`src/rtl/axi_ic_pkg.sv`:
```
// Shared types and defaults for the AXI interconnect R-channel blocks.
package axi_ic_pkg;

  typedef enum logic {
    ST_IDLE  = 1'b0,
    ST_BURST = 1'b1
  } arb_state_e;

  localparam int TIMEOUT_CYCLES_DEF = 1024;

endpackage

```
`src/rtl/rr_pick.sv`:
```
// Combinational round-robin picker: first requester at or after ptr_i, wrapping.
module rr_pick #(
  parameter int NumSlaves  = 2,
  parameter int GrantWidth = 1
) (
  input  logic [NumSlaves-1:0]  req_i,
  input  logic [GrantWidth-1:0] ptr_i,
  output logic [NumSlaves-1:0]  onehot_o,
  output logic [GrantWidth-1:0] bin_o,
  output logic                  any_o
);

  // Outer loop walks priority order from ptr_i; inner loop keeps every index constant.
  always_comb begin
    onehot_o = '0;
    bin_o    = '0;
    any_o    = 1'b0;
    for (int i = 0; i < NumSlaves; i++) begin
      for (int j = 0; j < NumSlaves; j++) begin
        if (!any_o && req_i[j] && (((int'(ptr_i) + i) % NumSlaves) == j)) begin
          any_o       = 1'b1;
          onehot_o[j] = 1'b1;
          bin_o       = GrantWidth'(j);
        end
      end
    end
  end

endmodule

```
`src/rtl/axi_r_burst_arb.sv`:
```
// R-channel burst-locking round-robin arbiter: one slave owns the master port until rlast.
// Optional watchdog release is compiled in with AXI_R_ARB_TIMEOUT_EN.
module axi_r_burst_arb
  import axi_ic_pkg::*;
#(
  parameter  int NumSlaves     = 2,
  parameter  int TimeoutCycles = TIMEOUT_CYCLES_DEF,
  localparam int GrantWidth    = (NumSlaves > 1) ? $clog2(NumSlaves) : 1
) (
  input  logic                  clk_i,
  input  logic                  rst_i,
  input  logic [NumSlaves-1:0]  rvalid_i,
  input  logic [NumSlaves-1:0]  rlast_i,
  input  logic                  rready_i,
  output logic                  valid_o,
  output logic [NumSlaves-1:0]  rready_o,
  output logic [NumSlaves-1:0]  grant_o,
  output logic [GrantWidth-1:0] bin_grant_o,
  output logic                  locked_o,
  output logic [7:0]            beat_cnt_o,
  output logic                  timeout_err_o
);

  if (TimeoutCycles < 2) begin : g_bad_timeout
    $error("TimeoutCycles must be at least 2");
  end

  arb_state_e            r_state;
  logic [NumSlaves-1:0]  r_grant;
  logic [GrantWidth-1:0] r_bin;
  logic [GrantWidth-1:0] r_rr_ptr;
  logic [7:0]            r_beat;

  logic                  w_locked;
  logic                  w_hs;
  logic                  w_last;
  logic [GrantWidth-1:0] w_next_ptr;
  logic [NumSlaves-1:0]  w_pick_req;
  logic [GrantWidth-1:0] w_pick_ptr;
  logic [NumSlaves-1:0]  w_onehot;
  logic [GrantWidth-1:0] w_bin;
  logic                  w_any;

  assign w_locked   = (r_state == ST_BURST);
  assign valid_o    = w_locked & |(r_grant & rvalid_i);
  assign rready_o   = w_locked ? (r_grant & {NumSlaves{rready_i}}) : '0;
  assign w_hs       = valid_o & rready_i;
  assign w_last     = |(r_grant & rlast_i);
  assign w_next_ptr = (r_bin == GrantWidth'(NumSlaves - 1)) ? '0 : r_bin + GrantWidth'(1);

  // While locked the picker serves the rlast re-arbitration: finished slave excluded.
  assign w_pick_req = w_locked ? (rvalid_i & ~r_grant) : rvalid_i;
  assign w_pick_ptr = w_locked ? w_next_ptr : r_rr_ptr;

  rr_pick #(
    .NumSlaves (NumSlaves),
    .GrantWidth(GrantWidth)
  ) u_pick (
    .req_i   (w_pick_req),
    .ptr_i   (w_pick_ptr),
    .onehot_o(w_onehot),
    .bin_o   (w_bin),
    .any_o   (w_any)
  );

`ifdef AXI_R_ARB_TIMEOUT_EN
  localparam int WdW = $clog2(TimeoutCycles);
  logic [WdW-1:0] r_wdog;
  logic           r_tmo;
  assign timeout_err_o = r_tmo;
`else
  assign timeout_err_o = 1'b0;
`endif

  always_ff @(posedge clk_i) begin
    if (rst_i) begin
      r_state  <= ST_IDLE;
      r_grant  <= '0;
      r_bin    <= '0;
      r_rr_ptr <= '0;
      r_beat   <= '0;
`ifdef AXI_R_ARB_TIMEOUT_EN
      r_wdog   <= '0;
      r_tmo    <= 1'b0;
`endif
    end else begin
`ifdef AXI_R_ARB_TIMEOUT_EN
      r_tmo <= 1'b0;
`endif
      case (r_state)
        ST_IDLE: begin
          if (w_any) begin
            r_state <= ST_BURST;
            r_grant <= w_onehot;
            r_bin   <= w_bin;
            r_beat  <= '0;
`ifdef AXI_R_ARB_TIMEOUT_EN
            r_wdog  <= '0;
`endif
          end
        end
        ST_BURST: begin
          if (w_hs) begin
`ifdef AXI_R_ARB_TIMEOUT_EN
            r_wdog <= '0;
`endif
            if (r_beat != 8'hFF) r_beat <= r_beat + 8'd1;
            if (w_last) begin
              r_rr_ptr <= w_next_ptr;
              if (w_any) begin
                r_grant <= w_onehot;
                r_bin   <= w_bin;
                r_beat  <= '0;
              end else begin
                r_state <= ST_IDLE;
                r_grant <= '0;
                r_bin   <= '0;
              end
            end
          end
`ifdef AXI_R_ARB_TIMEOUT_EN
          else if (r_wdog == WdW'(TimeoutCycles - 1)) begin
            r_tmo    <= 1'b1;
            r_rr_ptr <= w_next_ptr;
            r_state  <= ST_IDLE;
            r_grant  <= '0;
            r_bin    <= '0;
            r_wdog   <= '0;
          end else begin
            r_wdog <= r_wdog + WdW'(1);
          end
`endif
        end
      endcase
    end
  end

  assign grant_o     = r_grant;
  assign bin_grant_o = r_bin;
  assign locked_o    = w_locked;
  assign beat_cnt_o  = r_beat;

endmodule

```
`config.mk`:
```
export PLATFORM = sky130hd
export DESIGN_NAME = axi_r_burst_arb
export DESIGN_NICKNAME = d
export VERILOG_FILES = /design/src/rtl/axi_ic_pkg.sv /design/src/rtl/rr_pick.sv /design/src/rtl/axi_r_burst_arb.sv
export SDC_FILE = /design/constraint.sdc
export NUM_CORES = 1
export LEC_CHECK = 0
export CORE_MARGIN = 3
export CORE_UTILIZATION = 40
export DETAILED_ROUTE_END_ITERATION = 8
export PLACE_DENSITY = 0.71
export SYNTH_ARGS = -nofsm -noshare
export SYNTH_HDL_FRONTEND = slang
export SYNTH_HIERARCHICAL = 1
export SYNTH_SLANG_ARGS = --single-unit
```
`constraint.sdc`:
```
create_clock -name clk_i -period 2.3 [get_ports clk_i]
set_clock_uncertainty 0.05 [all_clocks]
set_input_delay 0.46 -clock clk_i [delete_from_list [all_inputs] [get_ports clk_i]]
set_output_delay 0.46 -clock clk_i [all_outputs]
set_load 0.01 [all_outputs]
```
==> flow_summary.yaml <==
run_status:
  status: "finished, final reports clean"
sta:
  fin_ws_ns: 0.135
  period_minus_slack_ns: 2.16
  slew_viol_final: 0
  post-route-period-util_pct: 94.1
  grt_setup_unrepaired: "no"
  fmax_ghz: 0.462
  hold_ws_ns: 0.462
  setup_viol: 0
  hold_viol: 0
global_routing:
  antenna_found_initial: 0
  grt_pass1_wl_mm: 3.37
  grt_max_degree: 10
  grt_pass1_vias: 750
  grtUsageTotal_pct: 17.0
  grt_overflow: 0
final_layout:
  drive_gt1_share_pct: 21.5
  final_cell_mix: "20 x clkdlybuf4s50_1, 13 x dfxtp_1, 11 x buf_4, 8 x nor2_1, 8 x a21oi_1"
  diodes: 0
  layout.nets: 130
  fillers: 168
  multi_input_area_sq_um: 504
  final_area_sq_um: 1120
  final_common_cell: "clkdlybuf4s50_1"
  seq_area_sq_um: 260
  synthToLayoutAreaGrowth_pct: 40.2
logic_synthesis:
  synth_cell_types: 39
  netlist_instances: 89
  synth_fp_nets: 97
  syn_area_per_cell_sq_um: 8.98
  netlist_area_sq_um: 800
  synthFlopType: "dfxtp_1"
  yosys.area.top_type: "dfxtp_1"
  ys_ff_latch: 13
  synth_top_area_share_pct: 32.6
  seq_area_frac_synth_pct: 32.6
  synth_edf_count: 0
  synthTopCellsByArea: "dfxtp_1 33%, a311oi_2 5.6%, a21oi_1 5.0%, and3_1 3.9%, nor2_1 3.8%"
  async_flop_share_pct: 0
  ys_warn_count: 6
clock_network:
  path_clk_slew_ns: 0.08
  htree_levels: 1
  post-cts-setup-buffer-count: 0
  postCtsHoldBufs: 0
  cts_tree: "yes"
  cts_root_buffer: "clkbuf_4"
  cts_buffers: 3
  clk_latency_ns: 0.27
  cts.sinks: 13
  clockBufferDepth: 2
detailed_routing:
  via_per_inst: 5.63
  drcViolationCount: 0
  wl_mm: 1.97
  wire_per_inst_microns: 13.5
  drt_iter0_markers: 23
  antenna_left: 0
  num_vias: 822
  first_pass_iters: 4
hold_path:
  hp-class: "reg -> reg"
placement:
  place_worst_setup_slack_ns: -0.182
  portBuffers: 21
  place_congestion: 0.782
  hpwl_mm: 1.54
  post_dp_cell_area_sq_um: 1090
floorplanning:
  initial_core_util_pct: 44.4
  io_pins: 23
  die_x_microns: 50.7
  design.core.area_sq_um: 1800
  rows: 15
  die_area_sq_um: 2570
  dieHeight_microns: 50.7
worst_setup_path:
  crit_type: "in -> out"
  crit_required_ns: 1.79
  worstPathMaxFanout: 3
  cp.arrival_ns: 1.65
  worstSetupEndpointType: "primary output"
  startpoint_type: "primary input"
power_and_ir_drop:
  power_mw: 0.498
  leakage_nw: 0.424
  p_per_area_nw_per_um2: 445
  ir_worst_vdd_v: 0.000515
flow_run:
  max_cap_viol_count: 0
## final timing paths
kind / from / end / slack, ns / cells past startpoint
setup / recovery: rready_i / rready_o[1] / 0.14 / 3
hold / removal: r_rr_ptr / r_rr_ptr / 0.46 / 2
setup reg to reg: grant_o[0] / beat_cnt_o[6] / 0.40 / 6
hold reg to reg: r_rr_ptr / r_rr_ptr / 0.46 / 2
## stage by stage
stage / setup TNS, ns / util [%] / instances
detailed placement: -1.20 / 60.7 / 142
CTS: 0 / 62.1 / 146
global placement: -0.884 / 60.7 / 142
floorplan: 0 / - / 89
finish: 0 / 62.2 / 146
global route: 0 / 62.2 / 146
## synth_stat cells, drive strengths merged, types with 2 or more instances
master and number:
a21boi 5, a21oi 8, a22oi 2, a311oi 3
a31oi 2, a32oi 3, a41oi 2, and3 5
buf 4, dfxtp 13, inv 2, nand2 2
nand3 4, nor2 8, nor3 4, o21ai 4
or2 2, or3 2
## area by class of cell
class                   count  share of cell area, %
multi-input cells          70                   45.0
repair buffers             32                   26.0
flip-flops and latches     13                   23.2
well taps                  25                   2.79
clock buffers               4                   2.34
inverters                   2                  0.670
## critical path, stage by stage
cell and delay (ns):
clkdlybuf4s50_1 0.50, and3_1 0.16, clkdlybuf4s50_1 0.53
## where the power goes
group	switching [mW]	internal, mW	total (mW)	leakage, nW
logic	0.0560	0.0637	0.120	0.304
clock network	0.0705	0.0671	0.138	0.0150
registers	0.00947	0.232	0.241	0.106
total	0.136	0.362	0.498	0.424
## flip-flops by register name, indices dropped and copies added, names as in the netlist
name,count
beat_cnt_o,8
grant_o,2
locked_o,1
r_rr_ptr,1
bin_grant_o,1
## per-layer routing
layer  GRT usage, %  wire [microns]
met5              0               0
met4           2.69              12
met3           5.34              62
met2           27.4             933
met1           22.5             958
## cells by family after synthesis
family	count (synthesis)	synth area share [%]
fa+ha+maj	1	1.56
flops	13	32.6
other cells	1	0.469
simple gates	34	25.2
buf+inv	6	4.69
compound gates	34	35.5
## timing repair
| item | in CTS | in global routing |
|---|---|---|
| endpoints found under the setup margin | 1 | 7 |
| cloned | 0 | 0 |
| resized for setup | 1 | 1 |
| pin swaps | 0 | 0 |
Note: power is estimated with default switching activity, not from simulation.
